<file path="src/rtl/alu_pkg.sv">
// Shared definitions for the serial negate / absolute-value datapath:
// operation encodings, FSM state type and default geometry.
package alu_pkg;

  localparam int DEFAULT_WIDTH = 6;
  localparam int DEFAULT_DIGIT = 1;

  localparam logic [1:0] MODE_PASS = 2'b00;
  localparam logic [1:0] MODE_NEG  = 2'b01;
  localparam logic [1:0] MODE_ABS  = 2'b10;
  localparam logic [1:0] MODE_RSVD = 2'b11;

  typedef enum logic [1:0] {
    IDLE  = 2'b00,
    SHIFT = 2'b01,
    DONE  = 2'b10
  } state_t;

  // Decide at capture time whether the operand gets two's-complement negated.
  // Absolute mode negates only negative operands; pass and reserved never do.
  function automatic logic negate_for(input logic [1:0] mode, input logic sign);
    case (mode)
      MODE_NEG: return 1'b1;
      MODE_ABS: return sign;
      default:  return 1'b0;
    endcase
  endfunction

endpackage

</file>
<file path="src/rtl/digit_adder.sv">
// DIGIT-bit ripple-carry adder slice. The serial negator reuses one instance
// for every step, chaining the carry through a register between cycles.
module digit_adder #(
  parameter int DIGIT = alu_pkg::DEFAULT_DIGIT
) (
  input  logic [DIGIT-1:0] a,
  input  logic [DIGIT-1:0] b,
  input  logic             cin,
  output logic [DIGIT-1:0] s,
  output logic             cout
);

  // Ripple the carry from the least-significant bit upward.
  always_comb begin : ripple
    logic c;
    // NOTE: every variable written here gets a value before any conditional or
    // loop touches it; otherwise synthesis infers a latch to hold the old value.
    c = cin;
    s = '0;
    for (int i = 0; i < DIGIT; i++) begin
      s[i] = a[i] ^ b[i] ^ c;
      c    = (a[i] & b[i]) | (a[i] & c) | (b[i] & c);
    end
    cout = c;
  end

endmodule

</file>
<file path="src/rtl/serial_negator.sv">
// Digit-serial pass / negate / absolute-value unit. An operand is captured in
// IDLE, processed DIGIT bits per cycle LSB-first through one shared adder
// slice (~x + 1 for negation, x + 0 for pass), then held in DONE until the
// consumer takes it.
module serial_negator
  import alu_pkg::*;
#(
  parameter int WIDTH = DEFAULT_WIDTH,
  parameter int DIGIT = DEFAULT_DIGIT
) (
  input  logic             clk,
  input  logic             rst_n,
  input  logic             in_valid,
  output logic             in_ready,
  input  logic [WIDTH-1:0] x,
  input  logic [1:0]       mode,
  output logic             out_valid,
  input  logic             out_ready,
  output logic [WIDTH-1:0] y,
  output logic [1:0]       ovf,
  output logic             err
);

  localparam int STEPS = WIDTH / DIGIT;
  localparam int CNT_W = $clog2(STEPS) + 1;

  generate
    if (WIDTH < 2 || DIGIT < 1 || (WIDTH % DIGIT) != 0) begin : g_bad_params
      $error("serial_negator: WIDTH must be >= 2 and a multiple of DIGIT");
    end
  endgenerate

  state_t            state;
  state_t            state_next;
  logic [WIDTH-1:0]  xs;          // operand, shifted right one digit per step
  logic              neg;         // negate decision frozen at capture
  logic              carry;       // carry between successive digits
  logic [CNT_W-1:0]  step;
  logic [DIGIT-1:0]  xd;
  logic [DIGIT-1:0]  addend;
  logic [DIGIT-1:0]  sum;
  logic              cout;
  logic              last_step;
  logic              capture_neg;

  assign xd          = xs[DIGIT-1:0];
  assign addend      = neg ? ~xd : xd;
  assign last_step   = (step == CNT_W'(STEPS - 1));
  assign capture_neg = negate_for(mode, x[WIDTH-1]);

  digit_adder #(
    .DIGIT(DIGIT)
  ) u_digit_adder (
    .a    (addend),
    .b    ({DIGIT{1'b0}}),
    .cin  (carry),
    .s    (sum),
    .cout (cout)
  );

  // State register.
  always_ff @(posedge clk or negedge rst_n) begin
    // NOTE: sequential state uses non-blocking (<=) so every flop samples the
    // pre-edge values, independent of statement order.
    if (!rst_n) state <= IDLE;
    else        state <= state_next;
  end

  // Next-state decode: accept in IDLE, count digits in SHIFT, wait in DONE.
  always_comb begin
    state_next = state;
    case (state)
      IDLE:    if (in_valid)  state_next = SHIFT;
      SHIFT:   if (last_step) state_next = DONE;
      DONE:    if (out_ready) state_next = IDLE;
      default: state_next = IDLE;
    endcase
  end

  // Handshake outputs decoded from state; ready and valid are mutually exclusive.
  always_comb begin
    in_ready  = (state == IDLE);
    out_valid = (state == DONE);
  end

  // Datapath: capture operand, then shift one digit of result in per step.
  always_ff @(posedge clk or negedge rst_n) begin
    // NOTE: the operand register is reset along with the visible outputs so an
    // aborted operation leaves no stale operand behind; it is only a few flops.
    if (!rst_n) begin
      xs    <= '0;
      neg   <= 1'b0;
      carry <= 1'b0;
      step  <= '0;
      y     <= '0;
      ovf   <= 2'b00;
      err   <= 1'b0;
    end else begin
      case (state)
        IDLE: begin
          if (in_valid) begin
            xs    <= x;
            neg   <= capture_neg;
            carry <= capture_neg;
            step  <= '0;
            y     <= '0;
            ovf   <= 2'b00;
            err   <= (mode == MODE_RSVD);
          end
        end
        SHIFT: begin
          xs    <= xs >> DIGIT;
          y     <= (y >> DIGIT) | (WIDTH'(sum) << (WIDTH - DIGIT));
          carry <= cout;
          step  <= step + CNT_W'(1);
          if (last_step) begin
            // Carry out survives only for ~0 + 1; signed overflow only when a
            // negative operand stays negative, i.e. the most negative value.
            ovf <= {cout, neg & xd[DIGIT-1] & sum[DIGIT-1]};
          end
        end
        default: begin
        end
      endcase
    end
  end

endmodule
</file>
<file path="config.mk">
export PLATFORM = sky130hd
export DESIGN_NAME = serial_negator
export DESIGN_NICKNAME = d
export VERILOG_FILES = /design/src/rtl/alu_pkg.sv /design/src/rtl/digit_adder.sv /design/src/rtl/serial_negator.sv
export SDC_FILE = /design/constraint.sdc
export NUM_CORES = 1
export LEC_CHECK = 0
export BUFFER_PORTS_ARGS = -buffer_cell sky130_fd_sc_hd__buf_4
export CORE_MARGIN = 8
export CORE_UTILIZATION = 56
export CTS_BUF_LIST = sky130_fd_sc_hd__clkbuf_2 sky130_fd_sc_hd__clkbuf_4 sky130_fd_sc_hd__clkbuf_8
export DETAILED_ROUTE_END_ITERATION = 7
export GPL_TIMING_DRIVEN = 0
export HOLD_SLACK_MARGIN = 0.03
export PLACE_DENSITY = 0.81
export SKIP_CTS_REPAIR_TIMING = 1
export SLEW_MARGIN = 10
export SYNTH_ARGS = -nofsm -noshare
export SYNTH_HDL_FRONTEND = slang
export SYNTH_SLANG_ARGS = --single-unit
</file>
<file path="constraint.sdc">
create_clock -name clk -period 1.5 [get_ports clk]
set_input_delay 0.225 -clock clk [delete_from_list [all_inputs] [get_ports clk]]
set_output_delay 0.225 -clock clk [all_outputs]
set_load 0.05 [all_outputs]
</file>
## After elaboration in Yosys (flattened, before gate mapping)

Cells that the tools add are included.

| word-level totals | value |
|---|---|
| word-level logic and storage cells | 47 |
| output and inout bits | 11 |
| bits of input ports | 12 |
| register bits after elaboration | 23 |

| cells by class | value |
|---|---|
| multiplexer cells | 17 |
| $add $sub $neg | 1 |
| equal/unequal tests | 9 |
| reductions and logical operators | 6 |
| bitwise logic cells | 6 |

Operator list:

| kind | count |
|---|---|
| $pmux 6 s2 | 2 |
| $mux 6 | 2 |
| $mux 2 | 5 |
| $pmux 4 s2 | 1 |
| $eq 2x2->1 const B | 3 |
| $or 5x6->6 | 1 |
| $pmux 2 s3 | 1 |
| $reduce_and 3->1 | 2 |
| $add 4x1->4 const B | 1 |
| $eq 2x1->1 const B | 2 |
| $eq 4x3->1 const B | 1 |
| $mux 4 | 1 |
| $ne 2x2->1 const B | 2 |
| $pmux 1 s2 | 2 |
| $pmux 2 s2 | 1 |
| $reduce_and 2->1 | 2 |
| $and 1x1->1 | 3 |
| $logic_not 2->1 | 1 |
| $mux 1 | 2 |
| $ne 2x1->1 const B | 1 |
| $reduce_bool 2->1 | 1 |
| $not 1->1 | 1 |
| $xor 1x1->1 | 1 |

## Depth between registers and ports, before layout

| logic depth | value |
|---|---|
| word-level depth | 6 |
| mapped depth | 6 |
| mapped depth without buffers | 5 |

## Modules after synthesis

From an unflattened synthesis, not the netlist that was laid out.

| second synthesis, totals | value |
|---|---|
| cells, all modules | 108 |
| area total of the unflattened synthesis | 1124.8 um^2 |

Modules (own cells, without submodules):

| module | area each (um^2) | sequential area each (um^2) | instances | cells an instance |
|---|---|---|---|---|
| serial_negator | 1104.8 | 575.6 | 1 | 107 |
| digit_adder | 20.0 | 0.0 | 1 | 1 |

## Worst setup path before layout

OpenSTA, ideal clock, no wires.

| path | value |
|---|---|
| path kind | reg-to-reg |
| start | reg state[1] |
| end | reg state[1] |
| path buffers | 0 |
| slack | 2 ps |
| arrival time | 1418 ps |
| cell stages (with the launch flop) | 3 |
| setup time | 80 ps |
| data required time | 1420 ps |
| period minus slack after synthesis | 1498 ps |
| path through | dfrtp_1 nor2b_1 o2bb2ai_1 |

| on the way | value |
|---|---|
| cells in the longest elaborated chain, start to end | 3 |
| elaborated cells on any way between the ends | 8 |
| those cells by class | 5 x eq/ne; 1 x mux; 2 x reduce/logical |

Ends and longest elaborated chain:

| item | RTL line | text |
|---|---|---|
| start, declared | serial_negator.sv:33 | `state_t state;` |
| start signal, assigned | serial_negator.sv:66 | `else state <= state_next;` |
| $eq 2x2->1 (*) | - |  |
| via out_valid | serial_negator.sv:17 | `output logic out_valid,` |
| $ne 2x1->1 (no source line) | - |  |
| $reduce_and 3->1 (no source line) | - |  |

The timed path passes the listed nets; every way through them passes the cells marked *.
A chain may end at the register's enable or synchronous reset.

## Worst setup path after layout

| path | value |
|---|---|
| start | reg xs[0] |
| end | reg ovf[0] |

| on the way | value |
|---|---|
| cells in the longest elaborated chain, start to end | 6 |
| elaborated cells on any way between the ends | 7 |
| those cells by class | 3 x mux; 4 x bitwise |

Ends and longest elaborated chain:

| item | RTL line | text |
|---|---|---|
| start, declared | serial_negator.sv:35 | `logic [WIDTH-1:0] xs;` |
| start signal, assigned | serial_negator.sv:112 | `xs <= xs >> DIGIT;` |
| $not 1->1 | serial_negator.sv:47 | `assign addend = neg ? ~xd : xd;` |
| $mux 1 | serial_negator.sv:47 |  |
| $xor 1x1->1 | digit_adder.sv:21 | `s[i] = a[i] ^ b[i] ^ c;` |
| $and 1x1->1 (*) | serial_negator.sv:119 | `ovf <= {cout, neg & xd[DIGIT-1] & sum[DIGIT-1]};` |
| $mux 2 (*) | serial_negator.sv:116 | `if (last_step) begin` |
| $pmux 2 s2 (*) | serial_negator.sv:99 | `case (state)` |
| end signal, assigned | serial_negator.sv:119 |  |
| end, declared | serial_negator.sv:20 | `output logic [1:0] ovf,` |

Every way passes the cells marked *; elsewhere a longest branch is shown, timed or not. The select of a mux whose other input is x is not followed.

==> run summary <==
DRC viols: 0
EDFF count, synth: 0
RSZ-0062 raised after global routing: no
WL/cell: 15.0 microns
Vias: 798
Initial drt markers: 38
Mapped Cells: 97
Fin crit share: 0.930
CTS tree: built
Hold Slack: 0.131 ns
Post-synthesis register bit count: 23
Bufs and invs on worst path: 0
CTS sink cnt: 23
Area of the multi-input gates: 497 sq um
Core Util, Final: 0.713
Reg clk slew, reported paths: 0.12 ns
Outcome: completed
Placed cell area: 1340 sq um
Layout cells sized above 1: 0.323
Root Driver: clkbuf_4
Area of the die: 3740 sq um
Longest Clk Path Bufs: 2
Final Hold Fails: 0
Syn Nets: 116
Count leader, synth: dfrtp_1
Chip Width: 61.1 microns
Pwr Density: 2140 nW/um^2
Initial core utilization: 0.588
Max-cap violation count: 0
Maximum VDD drop: 1530 uV
Seq. cell area: 577 sq um
Vias in the first global route: 825
Slowest cell on the critical path: dfrtp_1
CP Capture Type: flop
YS warnings: 0
Site Rows: 16
Finished Cell Area: 1390 sq um
Max stage delay on crit path: 0.43 ns
DR vias/cell: 5.28
Top_reg_cell synth: dfrtp_1
Initial antenna violation count: 0
Total track usage: 0.137
Total congestion overflow: 0
Flop-to-flop setup slack: 0.11 ns
CP endpoint: ovf[0]$_DFFE_PN0P_
Fmax: 717 MHz
Hold depth: 2
Syn avg cell area: 11.8 sq um
Synth async-reset ratio: 1.00
Main area contributors after synthesis: dfrtp_1 50%, ha_1 7.7%, a22o_1 5.4%
Mapped Area: 1140 sq um
Antenna cell count: 0
Post-synth top cells: 23 x dfrtp_1, 9 x nand2_1, 8 x o21ai_0, 7 x a22o_1, 7 x ha_1
Core area: 1940 sq um
H-tree Lvls: 1
Worst-Margin Slew: 0.312 ns
Reg2reg end: ovf[0]$_DFFE_PN0P_
Setup violations, final: 0
Worst r2r path cells: 4
Routability congestion estimate: 0.751
Drt total wl: 2260 microns
Skew-Pair Late Insertion Delay: 0.31 ns
Most frequent CP cell: ha_1
Critical path depth: 4
Worst Hold Class: primary input to flop
Worst Path Arrival: 1.63 ns
Worst Path Required: 1.73 ns
Setup Skew: 0.000976 ns
LEAKAGE: 0.697 nW
Area Growth Syn to Fin: 21.4%
Final #Nets: 144
Post-synth cell types: 29
Slew headroom: 0.792
Drt first pass iters: 4
Shortest period the worst path allows: 1.39 ns
Largest net degree at the start of global routing: 24
Fin. max-slew vios: 0
Worst Setup Path Type: flop to flop
Die Span Y: 61.1 microns
IO Port Bufs: 22
Boundary Pins: 23
Register area share after synthesis: 0.504
CP startpoint kind: flop
Crit path cell chain: ha_1, ha_1, nand3_2, o32ai_2
Area leader, netlist: dfrtp_1
First-pass GRT wire length: 3750 microns
R2r startpoint: xs[0]$_DFFE_PN0P_
CTS buffer count: 3
Area fraction of the dominant cell type after synthesis: 0.504
HPWL after DPL: 1680 microns
CP Max Fanout: 2
Routed Antenna Nets: 0
Fillers: 144
Worst Setup SP: xs[0]$_DFFE_PN0P_
Cell family with most CP delay: adder cells
-- through the flow --
| stage | setup TNS, ns | instances | total power [W] | setup WS, ns |
|---|---|---|---|---|
| after global routing | 0 | 151 | 0.00317 | 0.0405 |
| after global placement | 0 | 146 | 0.00264 | 0.141 |
| after floorplan | 0 | 97 | 0.00226 | 0.00193 |
| after CTS | -0.0328 | 150 | 0.00299 | -0.0328 |
| after detailed placement | 0 | 146 | 0.00270 | 0.133 |
| final | 0 | 151 | 0.00297 | 0.105 |
-- cells by family (layout without fill, tap and decap cells) --
group | Yosys count | in the layout | share of synthesized area
compound gates | 25 | 25 | 0.162
xor+xnor | 2 | 2 | 0.0154
fa+ha+maj | 7 | 7 | 0.0768
buf+inv | 10 | 37 | 0.0625
flops | 23 | 23 | 0.504
mux | 7 | 7 | 0.0636
simple gates | 23 | 23 | 0.115
-- where the power goes --
| group | leakage (nW) | internal [W] | switching (W) |
|---|---|---|---|
| clock network | 0.0177 | 0.0000997 | 0.000184 |
| logic | 0.385 | 0.000667 | 0.000945 |
| registers | 0.295 | 0.000879 | 0.000194 |
| total | 0.697 | 0.00165 | 0.00132 |
-- state kept, by name, summed over array words and instances (netlist names) --
| name | cells |
|---|---|
| neg | 1 |
| err | 1 |
| ovf | 2 |
| step | 4 |
| y | 6 |
| state | 2 |
| xs | 6 |
| carry | 1 |
-- worst min path at each step --
| stage | slack [ns] | end | startpoint |
|---|---|---|---|
| after CTS | -0.22 | xs[1]$_DFFE_PN0P_ | rst_n |
| final | 0.13 | xs[5]$_DFFE_PN0P_ | x[5] |
| after detailed placement | 0.13 | step[0]$_DFFE_PN0P_ | rst_n |
| after floorplan | -0.07 | carry$_DFFE_PN0P_ | rst_n |
| after global routing | 0.11 | xs[5]$_DFFE_PN0P_ | x[5] |
| after global placement | 0.13 | step[0]$_DFFE_PN0P_ | rst_n |
-- final cells by class --
type	instances	area share
sequential	23	0.416
clock inverter	1	0.00361
clock buffer	3	0.0163
multi-input combinational	64	0.359
tap	27	0.0244
timing repair buffer	23	0.129
inverter	5	0.0136
buffer	5	0.0379
-- cell usage in the layout, fill, tap and decap left out, types with 2 or more instances in the layout --
cell type	netlist	routed
dfrtp_1	23	22
buf_4	0	21
nand2_1	9	9
o21ai_0	8	8
a22o_1	7	7
ha_1	7	7
inv_1	5	5
mux2i_1	5	5
nor2_1	4	4
buf_6	2	3
nand3b_1	3	3
clkbuf_4	0	3
nor2b_2	1	2
buf_2	2	2
a21oi_1	2	2
nand3_1	2	2
mux2_2	2	2
xor2_1	2	2
-- worst register-to-register path, cell delays in order (launching register included) --
cell     delay (ns)
dfrtp_1        0.43
ha_1           0.30
ha_1           0.32
nand3_2        0.07
o32ai_2        0.19
-- routing by layer --
metal	wire length, microns	track usage	up-vias
met4	25	0.0598	0
met2	1190	0.236	13
met1	984	0.157	383
met5	0	0	-
met3	62	0.0313	4
li1	-	-	398
No activity file was read; power rests on OpenSTA's default activity.
